--- config.mk ---
export PLATFORM = sky130hd
export DESIGN_NAME = fc_tile_scheduler
export DESIGN_NICKNAME = d
export VERILOG_FILES = /design/src/rtl/fc_sched_pkg.sv /design/src/rtl/fc_result_writer.sv /design/src/rtl/fc_tile_scheduler.sv
export SDC_FILE = /design/constraint.sdc
export NUM_CORES = 1
export LEC_CHECK = 0
export ABC_CLOCK_PERIOD_IN_PS = 2800
export CORE_MARGIN = 8
export CORE_UTILIZATION = 32
export CTS_CLUSTER_SIZE = 20
export DETAILED_ROUTE_END_ITERATION = 12
export GPL_TIMING_DRIVEN = 0
export PLACE_DENSITY = 0.67
export SYNTH_ARGS = -nofsm -noshare
export SYNTH_HDL_FRONTEND = slang
export SYNTH_SLANG_ARGS = --single-unit
--- constraint.sdc ---
create_clock -name clk -period 2.8 [get_ports clk]
set_clock_uncertainty 0.15 [all_clocks]
set_input_delay 0.7 -clock clk [delete_from_list [all_inputs] [get_ports clk]]
set_output_delay 0.7 -clock clk [all_outputs]
set_load 0.005 [all_outputs]
--- src/rtl/fc_sched_pkg.sv ---
// Shared definitions for the FC tile scheduler: FSM states and result-block geometry.
package fc_sched_pkg;

  typedef enum logic [2:0] {
    ST_IDLE,
    ST_LAUNCH,
    ST_WAIT,
    ST_STORE,
    ST_DONE
  } sched_state_t;

  localparam int NUM_CORE = 4;
  // Low address bits that select the word within one tile's result block
  localparam int WSEL_W = 2;

endpackage

--- src/rtl/fc_result_writer.sv ---
// Captures the per-core mover results and streams them onto the result BRAM
// write port as consecutive words at {tile_idx, word}.
module fc_result_writer
  import fc_sched_pkg::*;
#(
  parameter int DWIDTH   = 32,
  parameter int AWIDTH   = 12,
  parameter int TILE_BIT = 8
) (
  input  logic                clk,
  input  logic                reset_n,
  input  logic                capture,
  input  logic [TILE_BIT-1:0] tile_idx,
  input  logic [DWIDTH-1:0]   result_0,
  input  logic [DWIDTH-1:0]   result_1,
  input  logic [DWIDTH-1:0]   result_2,
  input  logic [DWIDTH-1:0]   result_3,
  output logic [AWIDTH-1:0]   o_addr,
  output logic                o_ce,
  output logic                o_we,
  output logic [DWIDTH-1:0]   o_d,
  output logic                last
);

  logic [DWIDTH-1:0] res_q [NUM_CORE];
  logic [WSEL_W-1:0] word;
  logic              busy;

  // The address wraps modulo 2^AWIDTH: the cast drops or zero-fills upper bits
  function automatic logic [AWIDTH-1:0] word_addr(input logic [TILE_BIT-1:0] t,
                                                  input logic [WSEL_W-1:0]   w);
    logic [TILE_BIT+WSEL_W-1:0] full;
    full = {t, w};
    return AWIDTH'(full);
  endfunction

  always_ff @(posedge clk or negedge reset_n) begin
    if (!reset_n) begin
      res_q  <= '{default: '0};
      word   <= '0;
      busy   <= 1'b0;
      o_addr <= '0;
      o_ce   <= 1'b0;
      o_we   <= 1'b0;
      o_d    <= '0;
      last   <= 1'b0;
    end else begin
      last <= 1'b0;
      if (capture) begin
        // Word 0 goes straight from the inputs so the write starts on the capture edge
        res_q[0] <= result_0;
        res_q[1] <= result_1;
        res_q[2] <= result_2;
        res_q[3] <= result_3;
        o_d      <= result_0;
        o_addr   <= word_addr(tile_idx, '0);
        o_ce     <= 1'b1;
        o_we     <= 1'b1;
        word     <= WSEL_W'(1);
        busy     <= 1'b1;
      end else if (busy) begin
        o_d    <= res_q[word];
        o_addr <= word_addr(tile_idx, word);
        word   <= word + WSEL_W'(1);
        last   <= (word == WSEL_W'(NUM_CORE - 1));
        busy   <= (word != WSEL_W'(NUM_CORE - 1));
      end else begin
        o_ce <= 1'b0;
        o_we <= 1'b0;
      end
    end
  end

endmodule

--- src/rtl/fc_tile_scheduler.sv ---
// Runs the FC-core data mover once per tile and stores each tile's 4 results in
// the result BRAM. Optional watchdog enabled by defining FC_SCHED_TIMEOUT_EN.
module fc_tile_scheduler
  import fc_sched_pkg::*;
#(
  parameter int CNT_BIT  = 31,
  parameter int TILE_BIT = 8,
  parameter int DWIDTH   = 32,
  parameter int AWIDTH   = 12
`ifdef FC_SCHED_TIMEOUT_EN
  ,
  parameter int TIMEOUT  = 65535
`endif
) (
  input  logic                clk,
  input  logic                reset_n,
  input  logic                i_run,
  input  logic [TILE_BIT-1:0] i_num_tile,
  input  logic [CNT_BIT-1:0]  i_tile_len,
  output logic                o_idle,
  output logic                o_running,
  output logic                o_done,
  output logic [TILE_BIT-1:0] o_tile_idx,
  output logic                o_error,
  output logic                o_mv_run,
  output logic [CNT_BIT-1:0]  o_mv_num_cnt,
  input  logic                i_mv_idle,
  input  logic                i_mv_done,
  input  logic [DWIDTH-1:0]   i_result_0,
  input  logic [DWIDTH-1:0]   i_result_1,
  input  logic [DWIDTH-1:0]   i_result_2,
  input  logic [DWIDTH-1:0]   i_result_3,
  output logic [AWIDTH-1:0]   o_addr,
  output logic                o_ce,
  output logic                o_we,
  output logic [DWIDTH-1:0]   o_d
);

  sched_state_t        state;
  logic [TILE_BIT-1:0] num_tile;
  logic                mv_done_ok;
  logic                wr_last;

  // A done coinciding with our own launch pulse cannot belong to this run
  assign mv_done_ok = (state == ST_WAIT) && i_mv_done && !o_mv_run;

`ifdef FC_SCHED_TIMEOUT_EN
  localparam int WD_W = $clog2(TIMEOUT + 1);
  logic [WD_W-1:0] wd_cnt;
  logic            wd_hit;
  assign wd_hit = (wd_cnt == WD_W'(TIMEOUT));
`else
  assign o_error = 1'b0;
`endif

  always_ff @(posedge clk or negedge reset_n) begin
    if (!reset_n) begin
      state        <= ST_IDLE;
      num_tile     <= '0;
      o_mv_num_cnt <= '0;
      o_tile_idx   <= '0;
      o_idle       <= 1'b1;
      o_running    <= 1'b0;
      o_done       <= 1'b0;
      o_mv_run     <= 1'b0;
`ifdef FC_SCHED_TIMEOUT_EN
      wd_cnt       <= '0;
      o_error      <= 1'b0;
`endif
    end else begin
      o_mv_run <= 1'b0;
      o_done   <= 1'b0;
`ifdef FC_SCHED_TIMEOUT_EN
      wd_cnt <= (state == ST_LAUNCH || state == ST_WAIT) ? wd_cnt + WD_W'(1) : '0;
`endif
      case (state)
        ST_IDLE: begin
          if (i_run) begin
            num_tile     <= i_num_tile;
            o_mv_num_cnt <= i_tile_len;
            o_tile_idx   <= '0;
            o_idle       <= 1'b0;
`ifdef FC_SCHED_TIMEOUT_EN
            o_error      <= 1'b0;
`endif
            if (i_num_tile == '0 || i_tile_len == '0) begin
              state  <= ST_DONE;
              o_done <= 1'b1;
            end else begin
              state     <= ST_LAUNCH;
              o_running <= 1'b1;
            end
          end
        end
        ST_LAUNCH: begin
          if (i_mv_idle) begin
            o_mv_run <= 1'b1;
            state    <= ST_WAIT;
`ifdef FC_SCHED_TIMEOUT_EN
            wd_cnt   <= '0;
          end else if (wd_hit) begin
            state     <= ST_DONE;
            o_running <= 1'b0;
            o_done    <= 1'b1;
            o_error   <= 1'b1;
`endif
          end
        end
        ST_WAIT: begin
          if (mv_done_ok) begin
            state <= ST_STORE;
`ifdef FC_SCHED_TIMEOUT_EN
          end else if (wd_hit) begin
            state     <= ST_DONE;
            o_running <= 1'b0;
            o_done    <= 1'b1;
            o_error   <= 1'b1;
`endif
          end
        end
        ST_STORE: begin
          if (wr_last) begin
            if (o_tile_idx == num_tile - TILE_BIT'(1)) begin
              state     <= ST_DONE;
              o_running <= 1'b0;
              o_done    <= 1'b1;
            end else begin
              o_tile_idx <= o_tile_idx + TILE_BIT'(1);
              state      <= ST_LAUNCH;
            end
          end
        end
        ST_DONE: begin
          state  <= ST_IDLE;
          o_idle <= 1'b1;
        end
        default: begin
          state     <= ST_IDLE;
          o_idle    <= 1'b1;
          o_running <= 1'b0;
        end
      endcase
    end
  end

  fc_result_writer #(
    .DWIDTH  (DWIDTH),
    .AWIDTH  (AWIDTH),
    .TILE_BIT(TILE_BIT)
  ) u_writer (
    .clk     (clk),
    .reset_n (reset_n),
    .capture (mv_done_ok),
    .tile_idx(o_tile_idx),
    .result_0(i_result_0),
    .result_1(i_result_1),
    .result_2(i_result_2),
    .result_3(i_result_3),
    .o_addr  (o_addr),
    .o_ce    (o_ce),
    .o_we    (o_we),
    .o_d     (o_d),
    .last    (wr_last)
  );

endmodule

==> flow_summary.yaml, run 1 <==
outcome:
  status: "completed"
clock_network:
  cts_tree: "yes"
  path_clk_slew_ns: 0.06
  cts_setup_buffers: 0
  htree_levels: 1
  cts_buffers: 27
  root_buffer: "clkbuf_16"
  cts_sinks: 229
  insertion_delay_ns: 0.54
  clock_path_buffers: 3
logic_synthesis:
  synth-edff-count: 0
  synth.avg_cell_area_um2: 9.75
  synthDistinctLibCells: 55
  ys.flop_type: "dfrtp_1"
  synth_seq_cells: 229
  synth_area_mm2: 0.0100
  yosys_warnings: 0
  synthArstFlopShare_pct: 100
  yosysSeqAreaShare_pct: 57.1
  synthCells: 1030
route:
  drt-total-wl_um: 32600
  drt_iter0_markers: 436
  via_count: 8377
  drt-vias-per-instance: 4.80
  dr.pass1.iters: 5
  antenna_left: 0
  drt_drc_violations_left: 0
  routedWlPerCell_um: 18.7
worst_setup_path:
  critical_path.max_fanout: 10
  r2r_start: "num_tile[0]$_DFFE_PN0P_"
  criticalPathCategory: "reg -> reg"
  ff2ff_setup_slack_ns: 0.12
  worstReg2RegEnd: "o_tile_idx[0]$_DFFE_PN0P_"
  worstSetupStartpointType: "register"
  cp_data_arrival_time_ns: 2.94
  reg2reg_depth: 10
  cp.required_ns: 3.06
  critPathCapture: "o_tile_idx[0]$_DFFE_PN0P_"
  critical_path.endpoint_type: "register"
  startpoint: "num_tile[0]$_DFFE_PN0P_"
global_routing:
  grt_max_degree: 89
  busiest_layer: "met2"
  antenna_found_initial: 4
  track_usage_pct: 17.3
  grt_pass1_vias: 9053
  use_met2_pct: 29.6
  use_met3_pct: 5.02
  grt_pass1_wl_um: 50400
  grt.overflow.total: 0
  gr-usage-met1_pct: 21.4
sta:
  slew-limit-headroom_pct: 21.4
  tightestPinTransition_ns: 1.16
  min_period_ns: 2.68
  period_share_pct: 95.6
  layout_setup_ws_ns: 0.123
  clock.fmax_ghz: 0.373
  slew_viol_final: 0
  finalSetupViolCount: 0
  hold_viol: 0
  setup_tns_ns: 0
layout:
  fillers: 2979
  layout_common_cells: "nand2_1 (506), clkdlybuf4s50_1 (257), dfrtp_1 (228)"
  drive_gt1_share_pct: 8.35
  final_core_util_pct: 45.3
  regArea_mm2: 0.00573
  antenna_cells: 0
  fin_nets: 1496
  area_growth_pct: 41.1
  multi_input_area_mm2: 0.00404
  mostFrequentLayoutCell: "nand2_1"
flow_run:
  maxCapViolCount: 0
placement:
  numPortBuffers: 258
  dp_slack_ns: -1.11
  routabilityCongestion: 0.820
  dp_hpwl_um: 24200
die:
  fp-row-count: 65
  die_w_um: 193
  die-area_mm2: 0.0373
  start_util_pct: 32.1
  pin_count: 262
  die_y_um: 193
  coreArea_mm2: 0.0312
pwr:
  p_leak_nw: 6.59
  total_power_mw: 14.4
  power_density_mw_per_mm2: 1010
  ir_drop_mv: 0.539
worst_hold_path:
  hold_path.class: "reg -> reg"
  hp-start: "o_mv_num_cnt[12]$_DFFE_PN0P_"
## synthesized netlist by cell type, types with 7 or more instances
library cell,count,area share (%)
nor4_1,12,0.75
xnor2_1,7,0.61
dfrtp_1,228,57
mux4_2,32,7.2
nand2_1,506,19
nor2_1,13,0.49
mux2i_1,35,3.5
buf_1,9,0.34
o21ai_0,39,1.9
a21oi_1,9,0.45
clkbuf_1,45,1.7
mux2_2,8,0.90
## metrics by stage
| stage | area, um2 | hold WS (ns) | cells |
|---|---|---|---|
| detailed placement | 13200 | 0.307 | 1694 |
| floorplan | 10000 | 0.254 | 1032 |
| finish | 14200 | 0.319 | 1744 |
| global placement | 13100 | 0.303 | 1692 |
| CTS | 14200 | 0.322 | 1745 |
| global route | 14200 | 0.338 | 1744 |
## final cells by class
| cell class | instances | share of cell area [%] |
|---|---|---|
| inverters | 6 | 0.159 |
| flip-flops and latches | 229 | 40.5 |
| multi-input cells | 734 | 28.5 |
| plain buffers | 62 | 1.90 |
| well taps | 402 | 3.55 |
| clock inverters | 12 | 1.24 |
| repair buffers | 261 | 18.7 |
| clock buffers | 38 | 5.42 |
## how the worst min path moves through the flow
| stage | end | cells past startpoint |
|---|---|---|
| after detailed placement | u_writer.res_q[32]$_DFFE_PN0P_ | 2 |
| final | o_mv_num_cnt[12]$_DFFE_PN0P_ | 2 |
| after global routing | u_writer.res_q[32]$_DFFE_PN0P_ | 2 |
| after CTS | u_writer.res_q[32]$_DFFE_PN0P_ | 2 |
| after floorplan | num_tile[0]$_DFFE_PN0P_ | 0 |
| after global placement | u_writer.res_q[125]$_DFFE_PN0P_ | 2 |
## timing repair
item / 4_1_cts / 5_1_grt
pin swaps: 0 / 0
setup endpoints to repair: 61 / 42
cloned: 0 / 0
resized for setup: 6 / 1
endpoints found under the hold margin: 32 / 0
hold buffers: 1 / 0
## power breakdown
group          switching [mW]  internal (mW)
Combinational            2.26           2.74
Clock                    1.42           2.28
Sequential              0.902           4.77
## flip-flops by register name, indices dropped and copies added (netlist names)
name and count:
u_writer.res_q 128, u_writer.o_d 32, o_mv_num_cnt 31, u_writer.o_addr 10, num_tile 8, o_tile_idx 8, state 3, u_writer.word 2
o_done 1, o_idle 1, o_mv_run 1, o_running 1, u_writer.busy 1, u_writer.last 1, u_writer.o_we 1
## logic make-up after synthesis
logic type	share of synthesized area [%]
AOI/OAI and AO/OA	4.24
xor gates and xnor gates	0.922
adders and majority gates	0.374
buffers and inverters	2.85
DFF	57.1
muxes	11.6
other	0.0374
and+or+nand+nor	22.9
## worst max-delay path: stages, from the launching register on
cell and delay, ns:
dfrtp_1 0.41, inv_1 0.08, ha_1 0.30, xnor2_1 0.12
a311o_1 0.36, a2111oi_4 0.41, a21oi_2 0.12, o21ai_2 0.21
buf_6 0.17, nor4_1 0.05, a21o_1 0.17
## routing by layer
layer	routed length, um	share of wire (%)
met1	13800	42
met2	15500	48
met3	2550	7.8
met4	688	2.1
met5	49	0.15
(Power assumes the default switching activity.)
==> run 2: changes to the inputs <==
Settings changed: CTS_CLUSTER_SIZE 20 to 25.
==> results of run 2 <==
No change in the layout: final DEF, timing and power equal those of run 1.
==> run 3: changes to the inputs <==
Settings changed: CORE_UTILIZATION 32 to 49, PLACE_DENSITY 0.67 to 0.91, REMOVE_ABC_BUFFERS set to 1, TNS_END_PERCENT set to 1.
==> flow_summary.yaml, run 3 (same netlist as run 1, synthesis figures left out) <==
outcome:
  status: "completed"
placement:
  dp_hpwl_um: 19400
  place_inst: 1510
  numPortBuffers: 258
  routabilityCongestion: 0.802
  dp_slack_ns: -0.440
route:
  via_count: 8262
  drt_iter0_markers: 617
  antenna_left: 0
  drt-vias-per-instance: 5.33
  routedWlPerCell_um: 18.1
  drt_drc_violations_left: 0
  dr.pass1.iters: 7
  drt-total-wl_um: 28000
worst_setup_path:
  cp_data_arrival_time_ns: 2.88
  critical_path.endpoint_type: "register"
  crit_chain: "clkdlybuf4s50_1 -> nor2b_1 -> and3_4 -> buf_12 -> nor2_2 -> mux2_2"
  worstSetupStartpointType: "input pin"
  cp_slowest_cell: "and3_4"
  cp.required_ns: 3.04
  critical_path.max_fanout: 57
  ff2ff_setup_slack_ns: 0.16
  criticalPathCategory: "in -> reg"
  critPathBufInv: 2
  worstReg2RegEnd: "o_running$_DFFE_PN0P_"
  reg2reg_depth: 9
  r2r_start: "num_tile[0]$_DFFE_PN0P_"
  cpPeakStageDelay_ns: 0.57
  cpLargestDelayFamily: "simple AND/OR/NAND/NOR gates"
layout:
  final_core_util_pct: 68.2
  largest_reg_flops: 128
  fin_cells: 1551
  fin_nets: 1442
  fillers: 1409
  reg_top3: "u_writer.res_q x128, u_writer.o_d x32, o_mv_num_cnt x31"
  antenna_cells: 0
  drive_gt1_share_pct: 8.43
  layout_common_cells: "nand2_1 (506), clkdlybuf4s50_1 (257), dfrtp_1 (225)"
  top_register: "u_writer.res_q"
  mostFrequentLayoutCell: "nand2_1"
  area_growth_pct: 37.0
clock_network:
  root_buffer: "clkbuf_16"
  cts_tree: "yes"
  insertion_delay_ns: 0.50
  path_clk_slew_ns: 0.06
  cts_sinks: 229
  htree_levels: 1
  cts_buffers: 24
  clock_path_buffers: 3
  cts_setup_buffers: 0
  holdBufCountCts: 0
die:
  die_w_um: 159
  fp-row-count: 52
  start_util_pct: 49.8
  die_y_um: 159
  pin_count: 262
  coreArea_mm2: 0.0202
  die-area_mm2: 0.0253
pwr:
  total_power_mw: 13.7
  power_density_mw_per_mm2: 994
  p_leak_nw: 6.46
  ir_drop_mv: 0.603
sta:
  clock.fmax_ghz: 0.378
  min_period_ns: 2.64
  hold_ws_ns: 0.0716
  layout_setup_ws_ns: 0.155
  hold_viol: 0
  tightestPinTransition_ns: 0.816
  period_share_pct: 94.5
  rsz0062_at_grt: "false"
  slew-limit-headroom_pct: 45.6
  slew_viol_final: 0
  finalSetupViolCount: 0
global_routing:
  grt_pass1_wl_um: 45500
  grt.overflow.total: 0
  grt_pass1_vias: 8682
  grt_max_degree: 126
  antenna_found_initial: 3
  track_usage_pct: 21.6
flow_run:
  maxCapViolCount: 0
worst_hold_path:
  hold_path.class: "in -> async"
==> run 3: changes by cell type in the layout (fill, tap and decap cells not counted), moves of 3 or more <==
| cell | change |
|---|---|
| buf_1 | -6 |
| dfrtp_2 | +3 |
| buf_12 | +6 |
| bufinv_16 | -4 |
| dfrtp_1 | -3 |
| clkbuf_1 | -43 |
| buf_2 | -7 |
| clkinv_2 | -3 |
==> run 3: stage by stage <==
step	setup TNS [ns]	instance area (um2)
CTS	0	13700
floorplan	-329.09	9780
global placement	-2777.98	12700
finish	0	13800
global route	0	13800
detailed placement	-18.12	13000
==> run 3: layout make-up <==
| class | instances | area, um2 | share of cell area [%] |
|---|---|---|---|
| Inverter | 6 | 22.5 | 0.164 |
| Sequential cell | 229 | 5740 | 41.7 |
| Clock inverter | 3 | 22.5 | 0.164 |
| Clock buffer | 37 | 741 | 5.39 |
| Multi-Input combinational cell | 734 | 4080 | 29.6 |
| Tap cell | 270 | 338 | 2.46 |
| Timing Repair Buffer | 272 | 2820 | 20.5 |
==> run 3: power by group <==
part           internal [mW]  switching (mW)  total (mW)  leakage [nW]
sequential              4.77            1.04        5.80          2.90
combinational           2.75            2.06        4.81          3.18
clock                   1.81            1.25        3.06         0.377
total                   9.33            4.35        13.7          6.46
==> run 3: worst reg2reg max path, cell delays in order, from the launching register on <==
cell,delay (ns)
dfrtp_1,0.40
inv_1,0.08
ha_1,0.30
xnor2_1,0.13
a311o_1,0.36
a2111oi_4,0.40
and2_4,0.24
nor3_1,0.05
a31o_1,0.21
a221oi_2,0.22
==> run 3: what timing repair did <==
item / in CTS / in global routing
hold endpoints to repair: 0 / 0
setup endpoints to repair: 0 / 16
resized for setup: 0 / 3
==> run 3: metal layers <==
metal,up-vias,wire [um],GRT usage [%]
met3,42,2720,8.04
li1,3849,-,-
met4,6,409,5.02
met5,-,32,0
met1,4017,11200,26.2
met2,348,13700,36.2
==> run 3: how the worst max path moves through the flow <==
stage	end	from	slack, ns	cells past startpoint
2_1_floorplan	o_done$_DFF_PN0_	i_run	-2.32	2
3_5_place_dp	u_writer.o_addr[7]$_DFFE_PN0P_	i_mv_done	-0.44	6
6_report	u_writer.o_addr[7]$_DFFE_PN0P_	i_mv_done	0.16	6
4_1_cts	o_tile_idx[1]$_DFFE_PN0P_	num_tile[0]$_DFFE_PN0P_	0.01	9
3_3_place_gp	u_writer.res_q[85]$_DFFE_PN0P_	reset_n	-8.50	1
5_1_grt	o_tile_idx[7]$_DFFE_PN0P_	num_tile[0]$_DFFE_PN0P_	0.03	9
